### src/rtl/axis_demux_1to2.sv
// axis_demux_1to2: packet-aware 1:2 AXI-Stream demultiplexer.
//
// Each packet from the slave stream goes to port 1 (sel=0) or port 2 (sel=1). The
// destination is sampled on the first beat and locked until the beat carrying last has
// been accepted, so a packet is never split across outputs. Each master port has a
// single register stage that sustains one beat per cycle.
//
// Note: reset_n keeps its historical name but is synchronous and ACTIVE-HIGH.
//
// Optional feature macro: AXIS_DEMUX_PKT_COUNT_EN
//   When defined, adds pkt_count_1 / pkt_count_2, 16-bit wrapping counts of output
//   handshakes that carry last. When undefined, those ports and counters are absent.
module axis_demux_1to2 #(
    parameter int unsigned DATA_WIDTH = 8
) (
    input  logic                  clk,
    input  logic                  reset_n,
    input  logic [DATA_WIDTH-1:0] s_axis_data,
    input  logic                  s_axis_valid,
    output logic                  s_axis_ready,
    input  logic                  s_axis_last,
    output logic [DATA_WIDTH-1:0] m_axis_data_1,
    output logic                  m_axis_valid_1,
    input  logic                  m_axis_ready_1,
    output logic                  m_axis_last_1,
    output logic [DATA_WIDTH-1:0] m_axis_data_2,
    output logic                  m_axis_valid_2,
    input  logic                  m_axis_ready_2,
    output logic                  m_axis_last_2,
    input  logic                  sel
`ifdef AXIS_DEMUX_PKT_COUNT_EN
    ,
    output logic [15:0]           pkt_count_1,
    output logic [15:0]           pkt_count_2
`endif
);

    typedef enum logic [1:0] {
        StIdle = 2'd0,
        StPkt1 = 2'd1,
        StPkt2 = 2'd2
    } state_e;

    state_e state_q, state_d;

    // dst: 0 = port 1, 1 = port 2
    logic dst;
    logic accept;
    logic free_1, free_2;

    logic                  valid_1_q, valid_1_d;
    logic [DATA_WIDTH-1:0] data_1_q, data_1_d;
    logic                  last_1_q, last_1_d;
    logic                  valid_2_q, valid_2_d;
    logic [DATA_WIDTH-1:0] data_2_q, data_2_d;
    logic                  last_2_q, last_2_d;

    // Destination: live sel between packets, locked while a packet is in progress.
    // The unused encoding behaves like idle so a corrupted state self-recovers.
    always_comb begin
        dst = sel;
        case (state_q)
            StIdle:  dst = sel;
            StPkt1:  dst = 1'b0;
            StPkt2:  dst = 1'b1;
            default: dst = sel;
        endcase
    end

    // Upstream ready depends only on the chosen register being free, never on s_axis_valid.
    always_comb begin
        free_1       = !valid_1_q || m_axis_ready_1;
        free_2       = !valid_2_q || m_axis_ready_2;
        s_axis_ready = !reset_n && (dst ? free_2 : free_1);
        accept       = s_axis_valid && s_axis_ready;
    end

    // Next state: open a packet on a non-last first beat, close it on the last beat.
    always_comb begin
        state_d = state_q;
        if (accept) begin
            if (s_axis_last) begin
                state_d = StIdle;
            end else begin
                state_d = dst ? StPkt2 : StPkt1;
            end
        end
    end

    // Port 1 register: load on an accept routed here, otherwise drain when ready.
    always_comb begin
        valid_1_d = valid_1_q;
        data_1_d  = data_1_q;
        last_1_d  = last_1_q;
        if (accept && !dst) begin
            valid_1_d = 1'b1;
            data_1_d  = s_axis_data;
            last_1_d  = s_axis_last;
        end else if (m_axis_ready_1) begin
            valid_1_d = 1'b0;
        end
    end

    // Port 2 register: same as port 1, independent of it.
    always_comb begin
        valid_2_d = valid_2_q;
        data_2_d  = data_2_q;
        last_2_d  = last_2_q;
        if (accept && dst) begin
            valid_2_d = 1'b1;
            data_2_d  = s_axis_data;
            last_2_d  = s_axis_last;
        end else if (m_axis_ready_2) begin
            valid_2_d = 1'b0;
        end
    end

    // State and output registers with synchronous active-high reset.
    always_ff @(posedge clk) begin
        if (reset_n) begin
            state_q   <= StIdle;
            valid_1_q <= 1'b0;
            data_1_q  <= '0;
            last_1_q  <= 1'b0;
            valid_2_q <= 1'b0;
            data_2_q  <= '0;
            last_2_q  <= 1'b0;
        end else begin
            state_q   <= state_d;
            valid_1_q <= valid_1_d;
            data_1_q  <= data_1_d;
            last_1_q  <= last_1_d;
            valid_2_q <= valid_2_d;
            data_2_q  <= data_2_d;
            last_2_q  <= last_2_d;
        end
    end

    assign m_axis_valid_1 = valid_1_q;
    assign m_axis_data_1  = data_1_q;
    assign m_axis_last_1  = last_1_q;
    assign m_axis_valid_2 = valid_2_q;
    assign m_axis_data_2  = data_2_q;
    assign m_axis_last_2  = last_2_q;

`ifdef AXIS_DEMUX_PKT_COUNT_EN
    logic [15:0] cnt_1_q, cnt_1_d;
    logic [15:0] cnt_2_q, cnt_2_d;

    // Count completed packets as seen downstream; 16-bit counters wrap naturally.
    always_comb begin
        cnt_1_d = cnt_1_q;
        cnt_2_d = cnt_2_q;
        if (valid_1_q && m_axis_ready_1 && last_1_q) begin
            cnt_1_d = cnt_1_q + 16'd1;
        end
        if (valid_2_q && m_axis_ready_2 && last_2_q) begin
            cnt_2_d = cnt_2_q + 16'd1;
        end
    end

    // Counter registers.
    always_ff @(posedge clk) begin
        if (reset_n) begin
            cnt_1_q <= '0;
            cnt_2_q <= '0;
        end else begin
            cnt_1_q <= cnt_1_d;
            cnt_2_q <= cnt_2_d;
        end
    end

    assign pkt_count_1 = cnt_1_q;
    assign pkt_count_2 = cnt_2_q;
`endif

endmodule

### config.mk
export PLATFORM = sky130hd
export DESIGN_NAME = axis_demux_1to2
export DESIGN_NICKNAME = d
export VERILOG_FILES = /design/src/rtl/axis_demux_1to2.sv
export SDC_FILE = /design/constraint.sdc
export NUM_CORES = 1
export LEC_CHECK = 0
export ABC_AREA = 1
export CAP_MARGIN = 20
export CORE_MARGIN = 2
export CORE_UTILIZATION = 39
export DETAILED_ROUTE_END_ITERATION = 8
export GPL_ROUTABILITY_DRIVEN = 1
export GPL_TIMING_DRIVEN = 0
export PLACE_DENSITY = 0.74
export RECOVER_POWER = 25
export SYNTH_ARGS = -nofsm -noshare
export SYNTH_HDL_FRONTEND = slang
export SYNTH_SLANG_ARGS = --single-unit
### constraint.sdc
create_clock -name clk -period 1.5 [get_ports clk]
set_input_delay 0.3 -clock clk [delete_from_list [all_inputs] [get_ports clk]]
set_output_delay 0.3 -clock clk [all_outputs]
set_load 0.01 [all_outputs]
==> reports/results.txt <==
Crit. Startpoint: state_q[0]
Crit Path Max Fanout: 3
Tcrit/Tclk final: 1.20
core outline area: 2480 um2
DRC Markers: 0
port bufs: 35
slowest CP cell: dfxtp_2
post-synth design cell area: 1020 um2
H-tree depth: 1
Startpoint Class: register
Routed Antenna Nets: 0
vias in the first global route: 1026
crit path capture type: primary output
crit path to: s_axis_ready
run status: finished, violations left
Clock Latency Late Sink: 0.30 ns
Initial Utilization: 0.413
GP Congestion: 0.755
Die H: 55.2 um
Syn-to-layout area delta: 66.6%
CP Cell Sequence: inv_2 > ha_4 > inv_4 > nand2_8 > nand2_8 > nand2_4 > inv_4 > nor2_8 > buf_6
#FFs+latches synth: 22
Post-Syn Nets: 140
Seq/Total Area, Yosys: 0.431
number of diodes: 0
average wire per standard cell: 12.9 um
flop-to-flop setup slack: -0.11 ns
DP HPWL: 1750 um
Pre-antenna DRT Iters: 4
CTS hold repair buffers: 0
maxcap violations: 0
initial antenna violation count: 0
Leakage: 0.000856 uW
final worst setup slack: -0.293 ns
min-delay src: reset_n
failing checks: negative setup slack
DRT iter0 DRCs: 6
total track usage: 0.197
clock sink count: 22
Req. time, crit path: 1.20 ns
area of the multi-input gates: 594 um2
DIE AREA: 3050 um2
Final Max Tran Viols: 0
maximum vdd drop: 0.543 mV
FF-to-FF End: m_axis_valid_2
vias per inst: 4.90
Pwr Density: 737 nW/um2
Mapped Avg Cell Area: 8.24 um2
yosys warns: 0
Pwr Total: 1260 uW
pin count of the biggest net entering global routing: 12
share of layout cells above drive strength 1: 0.337
Seq. cell area: 443 um2
clk root buf: clkbuf_4
worst path arrival time: 1.49 ns
buffer depth of the longest clock path: 2
Final setup viols: 22
row count: 18
CTS tree: built
hold slack: 0.327 ns
Cells after Synth: 124
Layout Nets: 193
Routed WL: 2640 um
io pins: 36
Setup CP Type: register to primary output
post-layout util: 0.687
Final Hold Fails: 0
Reg2Reg Depth: 11
RSZ-0062 raised after global routing: true
Worst Hold Class: input port to register
total CTS buffers: 3
worst flop-to-flop path startpoint: state_q[0]
Die W: 55.2 um
routed via count: 1005
slowest stage delay, CP: 0.35 ns
CTS clk-pin slew, worst paths: 0.12 ns
Max Freq: 558 MHz
Least-Margin Pin Slew: 0.292 ns
Final Skew: 0.00892 ns
Slew headroom: 0.805
Filler cells: 211
Remaining Overflow, GRT: 0
Synth cell types: 21
Final Critical Period: 1.79 ns
first-pass GRT wire length: 4260 um
-- cell usage in the layout (no fill, tap or decap) --
master	instances
a21oi_1	4
a21oi_2	8
buf_12	1
buf_16	1
buf_2	2
buf_4	9
buf_6	3
buf_8	1
clkbuf_4	3
clkdlybuf4s25_1	5
clkdlybuf4s50_1	13
clkinv_4	1
dfxtp_1	20
dfxtp_2	2
dlygate4sd2_1	7
dlymetal6s2s_1	9
ha_4	1
inv_1	13
inv_2	2
inv_4	2
nand2_1	13
nand2_2	1
nand2_4	5
nand2_8	2
nand3_2	1
nand3_4	1
nand4_1	8
nand4_4	2
nor2_1	18
nor2_2	5
nor2_4	1
nor2_8	2
o21ai_1	5
o21ai_2	3
or2_0	1
-- worst min path at each step --
stage	slack (ns)	cells past startpoint	end
after detailed placement	0.46	2	m_axis_last_2
after global routing	0.34	2	m_axis_last_1
after global placement	0.46	2	m_axis_last_2
after floorplan	0.36	1	m_axis_last_1
final	0.33	2	m_axis_last_1
after CTS	0.48	2	state_q[0]
-- cell families after synthesis --
| group | count (synthesis) | share of synthesized area |
|---|---|---|
| fa+ha+maj | 1 | 0.0122 |
| simple gates | 59 | 0.351 |
| flops | 22 | 0.431 |
| buf+inv | 22 | 0.0967 |
| compound gates | 20 | 0.109 |
-- registers in the layout, summed over array words and instances (netlist names) --
name            count
m_axis_data_1       8
m_axis_data_2       8
state_q             2
m_axis_last_1       1
m_axis_last_2       1
m_axis_valid_1      1
m_axis_valid_2      1
-- power breakdown --
part	internal, uW	switching (uW)
Combinational	183	178
Sequential	619	20.1
Clock	93.5	162
Total	896	360
-- cell usage after synthesis --
cell type   n  area [um2]
nand4_4     2        42.5
or2_0       1        6.26
buf_6       1        11.3
nand3_2     2        20.0
o21ai_0     7        35.0
ha_1        1        12.5
nand2_4     4        45.0
buf_2       2        10.0
inv_4       1        6.26
inv_1      14        52.6
nor2_1     23        86.3
nand2_1    15        56.3
a21oi_1    10        50.1
buf_4       1        7.51
nand4_1     8        50.1
dfxtp_1    22         440
inv_2       3        11.3
nand2_2     2        12.5
o21ai_2     1        8.76
nor2_8      2        40.0
a21oi_2     2        17.5
-- metal layers --
| metal | up-vias | global-route usage | wire (um) |
|---|---|---|---|
| met5 | - | 0 | 0 |
| li1 | 507 | - | - |
| met2 | 26 | 0.349 | 1350 |
| met1 | 470 | 0.227 | 1130 |
| met3 | 2 | 0.0376 | 135 |
| met4 | 0 | 0.0935 | 14 |
-- worst max-delay path, delay by kind of cell (launching register included) --
family	cells	cell delay, ns
flip-flops	1	0.35
AND/OR/NAND/NOR	4	0.29
buffers and inverters	4	0.25
adder cells (fa/ha/maj)	1	0.29
-- timing repair --
action | in CTS | in global routing
setup endpoints to repair | 25 | 35
pin swaps | 15 | 9
resized for setup | 37 | 29
setup buffers | 9 | 3
gates cloned | 2 | 0
-- stage by stage --
step / instance area [um2] / cells / setup slack, ns / setup TNS, ns
after floorplan: 1020 / 124 / 0.0154 / 0
after global placement: 1410 / 189 / -0.763 / -3.84
after detailed placement: 1410 / 189 / -0.770 / -4.16
after CTS: 1630 / 203 / -0.306 / -1.08
after global routing: 1700 / 205 / -0.354 / -3.46
final: 1700 / 205 / -0.293 / -1.56
-- cell type report --
class,count,share of cell area
Timing Repair Buffer,47,0.291
Inverter,18,0.0456
Sequential cell,22,0.260
Tap cell,30,0.0220
Multi-Input combinational cell,81,0.349
Clock buffer,3,0.0132
Buffer,4,0.0191
(Power assumes the default switching activity.)
==> RTL change 1: new RTL, same flow settings <==
Encoding of `state_e`: now one-hot (3 bits for 3 states).
--- a/src/rtl/axis_demux_1to2.sv
+++ b/src/rtl/axis_demux_1to2.sv
@@ -37,6 +37,6 @@
 
-    typedef enum logic [1:0] {
-        StIdle = 2'd0,
-        StPkt1 = 2'd1,
-        StPkt2 = 2'd2
+    typedef enum logic [2:0] {
+        StIdle = 3'b001,
+        StPkt1 = 3'b010,
+        StPkt2 = 3'b100
     } state_e;
Behaviour: same outputs for any inputs over 10 cycles, from zero or initial values and one cycle with reset_n high; not proved beyond that.
==> RTL change 1 against the original RTL <==
Global-route usage decreased by 2.2 points; non-clock buffer count down 3; total power down 4.3%; design area down 9.3%; critical path depth fell by 3; highest routed layer unchanged; hold slack improved by 98 ps; clock skew decreased by 6.3 ps; area after synthesis is 2.2% lower; synthesized cell count up 8.1%; sequential cell count up 1; routed wire length is 7.6% lower; the flow still finishes with violations (negative setup slack); first-iteration DRC count grew to 3.0 times the old value; worst setup slack better by 240 ps.
==> RTL change 1: results (changes against the original RTL) <==
| Metric | Value |
|---|---|
| Status | `complete, but fails checks` |
| Failing checks | `negative setup slack` |
| Final setup viols | `1 (-95%)` |
| GPL Wtd Cong | `0.810 (+7.3%)` |
| Nets | `198 (+2.6%)` |
| Post-Synth XOR/XNOR Area | `0% (unchanged)` |
| Final WL | `2430 um (-7.6%)` |
| WP data arrival | `1250 ps (-240 ps)` |
| Clk_lat worst skew | `300 ps (about the same)` |
| Worst Max-Slew Pin Slew | `495 ps (+203 ps)` |
| CP peak stage delay | `420 ps (+70 ps)` |
| Synth warn | `0 (unchanged)` |
| Drt initial violations | `18 (+12)` |
| Clock transition at the registers of the reported paths | `120 ps (about the same)` |
| Initial antenna violation count | `0 (unchanged)` |
| Max Root-Sink Buffers | `2 (unchanged)` |
| Met3 wire length | `123 um (-8.9%)` |
| Post-synthesis mux area share | `0% (unchanged)` |
| Met2 wire length | `1220 um (-10%)` |
| Kind of cell adding the most delay to the critical path | `buffers and inverters` |
| Pre-CTS setup slack | `-763 ps (+7.20 ps)` |
| Post-synthesis cell type count | `22 (+4.8%)` |
| Worst min path class | `input pin to flop` |
| TritonCTS buffer count | `3 (unchanged)` |
| H-tree levels | `1 (unchanged)` |
| Leak Pwr | `0.758 nW (-11%)` |
| Worst Skew | `2.59 ps (-6.34 ps)` |
| Max layer used | `met4` |
| GRT Resource Usage Total | `17.5% (-2.2 points)` |
| Register area share after synthesis | `46.1% (+3.0 points)` |
| Layout cells sized above 1 | `22.0% (-12 points)` |
| Net Count, Synth | `149 (+6.4%)` |
| Post-Synth Adder-Cell Area | `0% (-1.2 points)` |
| Commonest cells in the netlist | `nand2_1, nor2_1, dfxtp_1` |
| Post-DP HPWL | `1770 um (+1.1%)` |
| First-pass DRT Iterations | `4 (unchanged)` |
| Vias in the first global route | `868 (-15%)` |
| Synth Area in Compound Gates | `8.39% (-2.5 points)` |
| Buffers on Ports | `35 (unchanged)` |
| Ant diodes | `0 (unchanged)` |
| First-pass GRT wire length | `3720 um (-13%)` |
| Pin count of the biggest net entering global routing | `13 (+1)` |
| Placed cell area | `0.00139 mm^2 (-1.6%)` |
| Final setup margin | `-53.1 ps (+239 ps)` |
| M1 wire length | `1030 um (-8.8%)` |
| Dominant cells by area after synthesis | `dfxtp_1, nand2_1, nor2_1` |
| VDD IR max | `543 uV (-0.16%)` |
| Via density | `4.66 (-4.9%)` |
| Slowest CP cell | `clkdlybuf4s50_1` |
| Root buf cell | `clkbuf_4` |
| Asr flop ratio synth | `0% (unchanged)` |
| CP max FO | `2 (-1)` |
## RTL change 1: worst reg2reg max path, cell delays in order, from the launching register on
cell     delay (ps)
dfxtp_4         380
o21ai_4         190
nand3_2         110
buf_4           150
buf_4           120
buf_4           130
nand4_4         100
nor2_8           70
nor2_2           80
nor2_1           50
## RTL change 1: repair_timing
| item | 4_1_cts | 5_1_grt |
|---|---|---|
| setup endpoints to repair | 13 | 32 |
| pin swaps | 6 | 8 |
| resized for setup | 30 | 21 |
| buffers inserted | 8 | 1 |
| hold buffers | 0 | 0 |
## RTL change 1: cells by family after synthesis
group	count (synthesis)
flops	23
buf+inv	22
compound gates	16
simple gates	73
## RTL change 1: worst paths after layout
path	from	to	slack [ps]	depth (start not counted)
setup reg to reg	state_q[0]	m_axis_valid_2	0	9
hold reg to reg	m_axis_data_1[6]	m_axis_data_1[6]	470	2
setup / recovery	m_axis_ready_2	s_axis_ready	-50	6
hold / removal	reset_n	state_q[1]	420	2
## RTL change 1: where the power goes
part,switching (mW),internal [mW]
clock network,0.172,0.104
registers,0.0184,0.640
logic,0.140,0.128
## RTL change 1: metrics by stage
step / total power, mW / setup TNS (ps) / cells / util (%) / hold WS, ps
after floorplan: 0.799 / 0 / 134 / - / 369
after global placement: 0.917 / -6220 / 199 / 56.5 / 449
after detailed placement: 0.922 / -6900 / 199 / 56.5 / 453
after CTS: 1.20 / -46.8 / 211 / 60.7 / 414
after global routing: 1.27 / -731 / 212 / 62.9 / 444
final: 1.20 / -53.1 / 212 / 62.9 / 425
## RTL change 1: layout make-up
class,count,area (um^2)
Fill cell,239,910
Tap cell,30,37.5
Clock buffer,4,26.3
Buffer,4,25.0
Multi-Input combinational cell,89,497
Inverter,18,75.1
Sequential cell,23,468
Timing Repair Buffer,44,417
## RTL change 1: routing by layer
layer	up-vias	GRT usage (%)
met5	-	0
met4	0	6.25
met3	8	3.01
met2	26	32.1
met1	436	20.0
li1	518	-
==> RTL change 2: new RTL, config.mk and constraints unchanged <==
Without the edit above. Build with the macro `AXIS_DEMUX_PKT_COUNT_EN` defined.
--- a/src/rtl/axis_demux_1to2.sv
+++ b/src/rtl/axis_demux_1to2.sv
@@ -12,2 +12,4 @@
 //   handshakes that carry last. When undefined, those ports and counters are absent.
+`define AXIS_DEMUX_PKT_COUNT_EN
+
 module axis_demux_1to2 #(
Formal check against the unedited RTL (old outputs only; new: pkt_count_1 and pkt_count_2): equivalent (Yosys induction, for registers that start in step).
==> RTL change 2 against the original RTL <==
The run ends with design-rule violations, negative setup slack left; register-to-register slack worse by 60 ps; routed wire length grew to 2.6 times the old value; design area is 120% higher; total power is 120% higher; first-iteration DRC count grew to 17 times the old value; synthesized cell count grew to 3.0 times the old value; area after synthesis grew to 2.5 times the old value; sequential cell count is 32 higher; worst setup slack worse by 27 ps; highest routed layer unchanged.
==> RTL change 2: results (changes against the original RTL) <==
| Metric | Value |
|---|---|
| Commonest cells in the netlist | `nor2_1, nand2_1, dfxtp_1` |
| Final setup margin | `-320 ps (-27.0 ps)` |
| FF-to-FF End | `state_q[0]` |
| Clock transition at the registers of the reported paths | `100 ps (-20 ps)` |
| TritonCTS buffer count | `5 (+2)` |
| Nets | `478 (+150%)` |
| Synth warn | `0 (unchanged)` |
| Worst R2R Setup Slack | `-170 ps (-60 ps)` |
| Register area share after synthesis | `41.5% (-1.6 points)` |
| GRT Resource Usage Total | `18.2% (-1.6 points)` |
| Synth Area in Compound Gates | `10.8% (-0.092 points)` |
| Placed cell area | `0.00338 mm^2 (+140%)` |
| Fill cells | `600 (+180%)` |
| Flop pwr share | `52.8% (+1.9 points)` |
| Post-synthesis mux area share | `0% (unchanged)` |
| Pin count of the biggest net entering global routing | `17 (+5)` |
| Net Count, Synth | `384 (+170%)` |
| First-pass GRT wire length | `10,800 um (+150%)` |
| VDD IR max | `427 uV (-22%)` |
| Dominant cells by area after synthesis | `dfxtp_1, nor2_1, nand2_1` |
| Internal power | `2.13 mW (+140%)` |
| Status | `complete, but fails checks` |
| Root buf cell | `clkbuf_8` |
| Worst-case reg-to-reg path depth | `12 (+1)` |
| Post-Synth XOR/XNOR Area | `0.336% (+0.34 points)` |
| Initial antenna violation count | `0 (unchanged)` |
| First-pass DRT Iterations | `7 (+3)` |
| Final WL | `6810 um (+160%)` |
| GPL Wtd Cong | `0.824 (+9.2%)` |
| Max Root-Sink Buffers | `2 (unchanged)` |
| Clk_lat worst skew | `310 ps` |
| Buffers on Ports | `66 (+89%)` |
| Worst hold start | `reset_n` |
| Final setup viols | `33 (+50%)` |
| Drt initial violations | `99 (+93)` |
| RR Startpoint | `state_q[0]` |
| Worst Max-Slew Pin Slew | `438 ps (+146 ps)` |
| Final TNS setup | `-2990 ps (-1420 ps)` |
| Post-DP HPWL | `4630 um (+170%)` |
| Vias post-DR | `2,638 (+160%)` |
| WP data arrival | `1520 ps (+30 ps)` |
| WHS Endpoint | `m_axis_valid_1` |
| Post-Synth Adder-Cell Area | `1.44% (+0.22 points)` |
| Worst min path class | `input pin to flop` |
| Cell Pwr Density | `754 mW/mm^2 (+2.3%)` |
| Post-synthesis cell type count | `28 (+33%)` |
| Layout cells sized above 1 | `24.1% (-9.6 points)` |
| Leak Pwr | `1.72 nW (+100%)` |
| Drt drc | `5 (+5)` |
| H-tree levels | `2 (+1)` |
| Ant diodes | `0 (unchanged)` |
| Worst Skew | `7.68 ps (-1.24 ps)` |
| Kind of cell adding the most delay to the critical path | `simple AND/OR/NAND/NOR gates` |
| Vias in the first global route | `2,407 (+130%)` |
| Failing checks | `design-rule violations, negative setup slack` |
| CP max FO | `5 (+2)` |
| Hold Fails Final Rpt | `0 (unchanged)` |
| Combinational share of power | `13.1% (-16 points)` |
## RTL change 2: cell count changes in the layout (fill, tap and decap cells not counted), sizes merged, moves of 5 or more
cell,delta
a21oi,+23
buf,+9
dfxtp,+32
dlygate4sd2,+39
dlymetal6s2s,-9
inv,+34
nand2,+55
nand3,+17
nand4,+5
nor2,+59
o21ai,+7
## RTL change 2: final cells by class
type / instances / area (um^2) / share of cell area [%]
Multi-Input combinational cell: 254 / 1390 / 37.2
Timing Repair Buffer: 85 / 776 / 20.7
Buffer: 8 / 60.1 / 1.61
Clock buffer: 5 / 68.8 / 1.84
Inverter: 52 / 201 / 5.38
Clock inverter: 3 / 40.0 / 1.07
Sequential cell: 54 / 1110 / 29.6
Tap cell: 77 / 96.3 / 2.58
## RTL change 2: worst max-delay path by stage
stage,start,to,slack [ps],depth (start not counted)
floorplan,state_q[0],m_axis_last_2,50,11
global placement,m_axis_ready_2,s_axis_ready,-690,8
detailed placement,sel,s_axis_ready,-690,6
CTS,state_q[0],s_axis_ready,-360,9
global route,state_q[0],s_axis_ready,-400,9
finish,state_q[0],s_axis_ready,-320,7
## RTL change 2: through the flow
stage	hold slack (ps)	instances	setup slack [ps]	util (%)
2_1_floorplan	461	366	46.4	-
3_3_place_gp	445	509	-693	52.6
3_5_place_dp	452	509	-695	52.6
4_1_cts	247	523	-356	55.0
5_1_grt	242	538	-402	58.3
6_report	243	538	-320	58.3
## RTL change 2: metal layers
layer / share of wire, % / wire [um] / track usage (%)
met5: 0 / 0 / 0
met4: 0.73 / 50 / 4.91
met3: 7.1 / 487 / 5.39
met2: 48 / 3250 / 29.8
met1: 44 / 3020 / 23.3
## RTL change 2: what timing repair did
action	CTS	global route
pin swaps	16	21
endpoints found under the setup margin	68	41
gates cloned	2	1
resized for setup	83	41
buffers inserted	4	14
hold buffers	0	0
